### src/rtl/seg7_readback_decoder_if.sv
`default_nettype none
// ============================================================================
//  Module      : seg7_readback_decoder_if
//  Description : Segment-bus sampling and digit-update handshake bundle for
//                seg7_readback_decoder.
//  Revision    : 1.0
// ============================================================================
interface seg7_readback_decoder_if #(
   parameter int NUM_DIGITS = 4
);
   logic [6:0]              seg_in;
   logic [NUM_DIGITS-1:0]   digit_sel;
   logic [4*NUM_DIGITS-1:0] digit_val;
   logic [NUM_DIGITS-1:0]   digit_ok;
   logic                    upd_valid;
   logic                    upd_ready;
   logic [2:0]              upd_idx;
   logic [3:0]              upd_digit;
   logic                    err_invalid;

   // Environment side: drives the display bus and consumes updates
   modport master (
      output seg_in, digit_sel, upd_ready,
      input  digit_val, digit_ok, upd_valid, upd_idx, upd_digit, err_invalid
   );

   // Decoder side
   modport slave (
      input  seg_in, digit_sel, upd_ready,
      output digit_val, digit_ok, upd_valid, upd_idx, upd_digit, err_invalid
   );
endinterface
`default_nettype wire

### src/rtl/seg7_readback_decoder.sv
`default_nettype none
// ============================================================================
//  Module      : seg7_readback_decoder
//  Description : Recovers per-digit values from a multiplexed active-low
//                7-segment bus; optional macro HEX_LETTERS_EN adds A..F.
//  Revision    : 1.0
// ============================================================================
module seg7_readback_decoder #(
   parameter int NUM_DIGITS    = 4,
   parameter int STABLE_CYCLES = 3
) (
   input  wire logic               clk,
   input  wire logic               reset,
   seg7_readback_decoder_if.slave  bus
);

   localparam logic [7:0] c_stable = 8'(STABLE_CYCLES);

   typedef enum logic [0:0] {
      S_IDLE = 1'b0,
      S_EMIT = 1'b1
   } state_t;

   // Returns {valid, value}; blank and undecodable patterns return valid=0
   function automatic logic [4:0] f_decode(input logic [6:0] seg);
      logic [4:0] res;
      res = 5'h00;
      case (seg)
         7'h40: res = 5'h10;
         7'h79: res = 5'h11;
         7'h24: res = 5'h12;
         7'h30: res = 5'h13;
         7'h19: res = 5'h14;
         7'h12: res = 5'h15;
         7'h02: res = 5'h16;
         7'h78: res = 5'h17;
         7'h00: res = 5'h18;
         7'h18: res = 5'h19;
`ifdef HEX_LETTERS_EN
         7'h08: res = 5'h1A;
         7'h03: res = 5'h1B;
         7'h46: res = 5'h1C;
         7'h21: res = 5'h1D;
         7'h06: res = 5'h1E;
         7'h0E: res = 5'h1F;
`else
`endif
         default: res = 5'h00;
      endcase
      return res;
   endfunction

   state_t                  r_state;
   state_t                  w_state_nxt;
   logic [NUM_DIGITS-1:0]   r_samp_sel;
   logic [6:0]              r_samp_seg;
   logic [7:0]              r_cnt;
   logic                    r_done;
   logic [4*NUM_DIGITS-1:0] r_val;
   logic [NUM_DIGITS-1:0]   r_ok;
   logic [2:0]              r_upd_idx;
   logic [3:0]              r_upd_digit;
   logic                    r_err;

   logic                    w_in_onehot;
   logic                    w_same;
   logic                    w_fire;
   logic                    w_blank;
   logic [4:0]              w_dec;
   logic [3:0]              w_cur_val;
   logic                    w_cur_ok;
   logic [2:0]              w_idx;
   logic                    w_sample_en;
   logic                    w_cnt_clr;
   logic                    w_done_nxt;
   logic [4*NUM_DIGITS-1:0] w_val_nxt;
   logic [NUM_DIGITS-1:0]   w_ok_nxt;
   logic [2:0]              w_idx_nxt;
   logic [3:0]              w_digit_nxt;
   logic                    w_err_nxt;

   assign w_in_onehot = (bus.digit_sel != '0) &&
                        ((bus.digit_sel & (bus.digit_sel - 1'b1)) == '0);
   assign w_same      = (bus.digit_sel == r_samp_sel) && (bus.seg_in == r_samp_seg);
   assign w_dec       = f_decode(r_samp_seg);
   assign w_blank     = (r_samp_seg == 7'h7F);
   // A nonzero count implies the held sample carries a one-hot select
   assign w_fire      = (r_state == S_IDLE) && (r_cnt == c_stable) && !r_done;

   always_comb begin
      w_cur_val = 4'h0;
      w_cur_ok  = 1'b0;
      w_idx     = 3'd0;
      for (int i = 0; i < NUM_DIGITS; i++) begin
         if (r_samp_sel[i]) begin
            w_cur_val = r_val[4*i +: 4];
            w_cur_ok  = r_ok[i];
            w_idx     = 3'(i);
         end
      end
   end

   always_comb begin
      w_state_nxt = r_state;
      w_sample_en = 1'b0;
      w_cnt_clr   = 1'b0;
      w_done_nxt  = r_done;
      w_val_nxt   = r_val;
      w_ok_nxt    = r_ok;
      w_idx_nxt   = r_upd_idx;
      w_digit_nxt = r_upd_digit;
      w_err_nxt   = r_err;
      case (r_state)
         S_IDLE: begin
            w_sample_en = 1'b1;
            if (w_fire) begin
               w_done_nxt = 1'b1;
               if (w_dec[4]) begin
                  if (!w_cur_ok || (w_dec[3:0] != w_cur_val)) begin
                     for (int i = 0; i < NUM_DIGITS; i++) begin
                        if (r_samp_sel[i]) begin
                           w_val_nxt[4*i +: 4] = w_dec[3:0];
                           w_ok_nxt[i]         = 1'b1;
                        end
                     end
                     w_idx_nxt   = w_idx;
                     w_digit_nxt = w_dec[3:0];
                     w_state_nxt = S_EMIT;
                  end
               end else begin
                  for (int i = 0; i < NUM_DIGITS; i++) begin
                     if (r_samp_sel[i]) begin
                        w_ok_nxt[i] = 1'b0;
                     end
                  end
                  if (!w_blank) begin
                     w_err_nxt = 1'b1;
                  end
               end
            end
         end
         S_EMIT: begin
            if (bus.upd_ready) begin
               w_state_nxt = S_IDLE;
               w_cnt_clr   = 1'b1;
            end
         end
         default: w_state_nxt = S_IDLE;
      endcase
   end

   always_ff @(posedge clk) begin
      if (reset) begin
         r_state     <= S_IDLE;
         r_samp_sel  <= '0;
         r_samp_seg  <= 7'h00;
         r_cnt       <= 8'd0;
         r_done      <= 1'b0;
         r_val       <= '0;
         r_ok        <= '0;
         r_upd_idx   <= 3'd0;
         r_upd_digit <= 4'h0;
         r_err       <= 1'b0;
      end else begin
         r_state     <= w_state_nxt;
         r_val       <= w_val_nxt;
         r_ok        <= w_ok_nxt;
         r_upd_idx   <= w_idx_nxt;
         r_upd_digit <= w_digit_nxt;
         r_err       <= w_err_nxt;
         r_done      <= w_done_nxt;
         if (w_cnt_clr) begin
            r_cnt <= 8'd0;
         end else if (w_sample_en) begin
            r_samp_sel <= bus.digit_sel;
            r_samp_seg <= bus.seg_in;
            // Only a change or a bad select starts a new stable episode
            if (!w_in_onehot) begin
               r_cnt  <= 8'd0;
               r_done <= 1'b0;
            end else if (!w_same) begin
               r_cnt  <= 8'd1;
               r_done <= 1'b0;
            end else if (r_cnt < c_stable) begin
               r_cnt <= r_cnt + 8'd1;
            end
         end
      end
   end

   assign bus.upd_valid   = (r_state == S_EMIT);
   assign bus.upd_idx     = r_upd_idx;
   assign bus.upd_digit   = r_upd_digit;
   assign bus.digit_val   = r_val;
   assign bus.digit_ok    = r_ok;
   assign bus.err_invalid = r_err;

endmodule
`default_nettype wire

### src/flat_wrapper.sv
// flat-port wrapper written by rule: the top's interface ports become plain ports
module seg7_readback_decoder_flat 
#(
   parameter int NUM_DIGITS    = 4,
   parameter int STABLE_CYCLES = 3
)
  (clk, reset, bus_seg_in, bus_digit_sel, bus_upd_ready, bus_digit_val, bus_digit_ok, bus_upd_valid, bus_upd_idx, bus_upd_digit, bus_err_invalid);
  seg7_readback_decoder_if #(.NUM_DIGITS(NUM_DIGITS)) bus_i ();
  input  wire logic clk;
  input  wire logic reset;
  input wire logic [$bits(bus_i.seg_in)-1:0] bus_seg_in;
  input wire logic [$bits(bus_i.digit_sel)-1:0] bus_digit_sel;
  input wire logic [$bits(bus_i.upd_ready)-1:0] bus_upd_ready;
  output wire logic [$bits(bus_i.digit_val)-1:0] bus_digit_val;
  output wire logic [$bits(bus_i.digit_ok)-1:0] bus_digit_ok;
  output wire logic [$bits(bus_i.upd_valid)-1:0] bus_upd_valid;
  output wire logic [$bits(bus_i.upd_idx)-1:0] bus_upd_idx;
  output wire logic [$bits(bus_i.upd_digit)-1:0] bus_upd_digit;
  output wire logic [$bits(bus_i.err_invalid)-1:0] bus_err_invalid;
  assign bus_i.seg_in = bus_seg_in;
  assign bus_i.digit_sel = bus_digit_sel;
  assign bus_i.upd_ready = bus_upd_ready;
  assign bus_digit_val = bus_i.digit_val;
  assign bus_digit_ok = bus_i.digit_ok;
  assign bus_upd_valid = bus_i.upd_valid;
  assign bus_upd_idx = bus_i.upd_idx;
  assign bus_upd_digit = bus_i.upd_digit;
  assign bus_err_invalid = bus_i.err_invalid;
  seg7_readback_decoder #(.NUM_DIGITS(NUM_DIGITS), .STABLE_CYCLES(STABLE_CYCLES)) u_core (.clk(clk), .reset(reset), .bus(bus_i));
endmodule
### config.mk
export PLATFORM = sky130hd
export DESIGN_NAME = seg7_readback_decoder_flat
export DESIGN_NICKNAME = d
export VERILOG_FILES = /design/src/rtl/seg7_readback_decoder_if.sv /design/src/rtl/seg7_readback_decoder.sv /design/src/flat_wrapper.sv
export SDC_FILE = /design/constraint.sdc
export NUM_CORES = 1
export LEC_CHECK = 0
export CORE_MARGIN = 1
export CORE_UTILIZATION = 55
export CTS_BUF_LIST = sky130_fd_sc_hd__clkbuf_4 sky130_fd_sc_hd__clkbuf_8 sky130_fd_sc_hd__clkbuf_16
export DETAILED_ROUTE_END_ITERATION = 8
export DONT_BUFFER_PORTS = 1
export MAX_ROUTING_LAYER = met4
export PLACE_DENSITY = 0.7
export SYNTH_ARGS = -nofsm -noshare
export SYNTH_HDL_FRONTEND = slang
export SYNTH_SLANG_ARGS = --single-unit
### constraint.sdc
create_clock -name clk -period 5.4 [get_ports clk]
set_input_delay 0.81 -clock clk [delete_from_list [all_inputs] [get_ports clk]]
set_output_delay 0.81 -clock clk [all_outputs]
set_load 0.02 [all_outputs]
==> metrics.txt <==
post-synthesis mux area share=0.114; min cycle time layout=2.89 ns; worst relative slew slack=0.304; slowest cell on the critical path=dfxtp_1; xor and xnor area share after synthesis=0.0621; Ys Warns=0; Syn Area/Cell=9.37 sq um; grt ovf=0; root buffer selected by CTS=clkbuf_8; Area Growth Syn to Fin=2.76%; first-pass GRT wire length=9120 um; IO Port Bufs=0; Max IR drop VDD=0.161 mV; Fmax=0.346 GHz; Max FO, Critical Path=15; Flop pwr share=0.567; top-level port count=43; area of the core=4690 sq um; clk_lat worst skew=0.30 ns; non-filler instance count after layout=329; htree depth=2; PwrDens=around 240 nW/um^2; antenna cells=0; maximum root-to-sink buffer count=2; largest net degree at the start of global routing=50; WP data required=roughly 5.6 ns; Post-CTS Setup Inserts=0; largest family of logic cells by synthesized area=simple AND/OR/NAND/NOR gates; status=complete, no violations; Clock Skew=0.00998 ns; Sink Count=48; Die ar.=5150 sq um; fin nets=289; CP endpoint kind=flip-flop; layout cells sized above 1=0.0909; Tcrit/Tclk final=0.535; drt total wl=5500 um; Sw Share=0.269; CP cell instances=a21oi_1, a221o_1, a211o_1, a211o_2, o311ai_4, mux2_4; CTS Buf Count=5; hold_buf cts=0; final instance area=around 2800 sq um; Rows=25; vias in the first global route=1815; Iter 0 DRT Violations=approximately 170; CTS tree=yes; RSZ-0062 raised after global routing=false; Slew Limit Fails=0; Synth Area in Compound Gates=0.188; post-CTS sizing=0; P_leak=0.000970 uW; area post-placement=~2700 sq um; crit start category=flip-flop; initial antenna violation count=0; Distinct cells, synth=59; sequential-to-total area share from yosys stat=0.359; Remaining DRCs=0; kind of critical path=flip-flop to flip-flop; CP Data Arrival Time=3.09 ns; Most used DFF post-synth=dfxtp_1; vias per std cell=6.09; Via Count=2003; Combinational Power Share=0.102; post-route ant nets=0; post-synthesis simple-gate area fraction=0.216; Clock power frac=0.331; routability congestion estimate=0.883; Post-Route Setup TNS=0 ns; critical path's top delay family=compound AO/OA/AOI/OAI gates; All-Layer GR Usage=0.231; Hold/Removal Path Class=flip-flop to flip-flop; pre-CTS setup slack=between 2 and 3 ns; share of flip-flops with an asynchronous set or reset=0; Final Setup Violations=0; DP HPWL=3950 um; Initial Util=0.571; Cell Int Power=481 uW; number of enable flip-flop cells after synthesis=0; worst setup margin=2.51 ns; routed wire length per instance=about 17 um; final hold viol count=0; drt first pass iters=4; crit path buf inv count=0; area of the mapped netlist=2680 sq um; synthesized net count=around 300; register bit total from synthesis=48; Placed Instances=about 320; final core occ=0.587; Synth Instances=roughly 290; post-synthesis adder-cell area fraction=0.00467; Worst-path clk slew=0.10 ns; slowest stage delay, CP=0.66 ns; max cap viols=0; die height=71.8 um; worst-margin pin slew=~1.0 ns; Psw=177 uW; overall die width=71.8 um
Yosys cell counts (4+ instances only):
| cell type | count | area, sq um |
|---|---|---|
| inv_1 | 11 | 41.3 |
| nor2_1 | 20 | 75.1 |
| xnor2_1 | 17 | 149 |
| nor3b_1 | 4 | 30.0 |
| mux2i_1 | 29 | 290 |
| clkbuf_1 | 9 | 33.8 |
| nor2b_1 | 8 | 50.1 |
| nand2b_1 | 22 | 138 |
| dfxtp_1 | 48 | 961 |
| and2_1 | 4 | 25.0 |
| a31oi_1 | 4 | 25.0 |
| a21oi_1 | 10 | 50.1 |
| nand3b_1 | 4 | 30.0 |
| a221o_1 | 4 | 40.0 |
| nor3_1 | 7 | 35.0 |
| nand2_1 | 5 | 18.8 |
| a221oi_1 | 4 | 35.0 |
| nand4_1 | 5 | 31.3 |
| buf_2 | 10 | 50.1 |
registers in the layout (all words and copies together), names as in the netlist, 2 cells and up:
signal                cells
u_core.bus.digit_ok       4
u_core.bus.digit_val     16
u_core.bus.upd_digit      4
u_core.bus.upd_idx        2
u_core.r_cnt              8
u_core.r_samp_seg         7
u_core.r_samp_sel         4
worst paths after layout:
path         cells after the start  slack, ns            startpoint                     to
min                              1       0.49       u_core.r_cnt[6]        u_core.r_cnt[6]
min reg2reg                      1       0.49       u_core.r_cnt[6]        u_core.r_cnt[6]
max reg2reg                      6       2.51  u_core.r_samp_sel[2]  u_core.bus.upd_idx[0]
max                              6       2.51  u_core.r_samp_sel[2]  u_core.bus.upd_idx[0]
kinds of logic after synthesis:
family | after synthesis
AND/OR/NAND/NOR | 99
AO/OA/AOI/OAI | 55
flip-flops | 48
buffers and inverters | 33
multiplexers | 30
XOR/XNOR | 19
adder cells (fa/ha/maj) | 1
other | 1
metrics by stage:
step	power, uW	hold slack [ns]
CTS	662	0.488
detailed placement	448	0.470
global placement	447	0.469
floorplan	442	0.453
global route	686	0.495
finish	658	0.487
layer usage:
layer | wire [um] | up-vias | global-route usage
li1 | - | 998 | -
met2 | 2440 | 52 | 0.330
met3 | 266 | 6 | 0.0352
met1 | 2730 | 947 | 0.333
met5 | 0 | - | -
met4 | 71 | 0 | 0.0741
power groups by stage:
stage	Sequential (uW)	Combinational [uW]	Clock [uW]
after floorplan	370	72.8	0
after global placement	381	65.6	0
after detailed placement	382	66.5	0
after CTS	373	67.0	222
after global routing	375	73.7	237
final	374	67.0	218
layout make-up:
class	count	area, sq um
Clock buffer	5	68.8
Clock inverter	3	21.3
Fill cell	423	1940
Inverter	11	41.3
Multi-Input combinational cell	205	1570
Sequential cell	48	961
Tap cell	54	67.6
Timing Repair Buffer	3	22.5
placed cells by master, fill, tap and decap left out, drive strengths merged, types with 3 or more instances in the layout:
cell type and n:
dfxtp 48, mux2i 29, nand2b 23, nor2 20
xnor2 17, inv 12, a21oi 10, nor2b 8
nor3 7, o311ai 6, nand2 5, nand4 5
clkbuf 5, nor3b 4, a31oi 4, nand3b 4
a221o 4, a221oi 4, and2 4, o211ai 3
a22oi 3, and3 3, o31ai 3, o2bb2ai 3
and3b 3, buf 3, o21ai 3
Note: power is estimated with default switching activity, not from simulation.
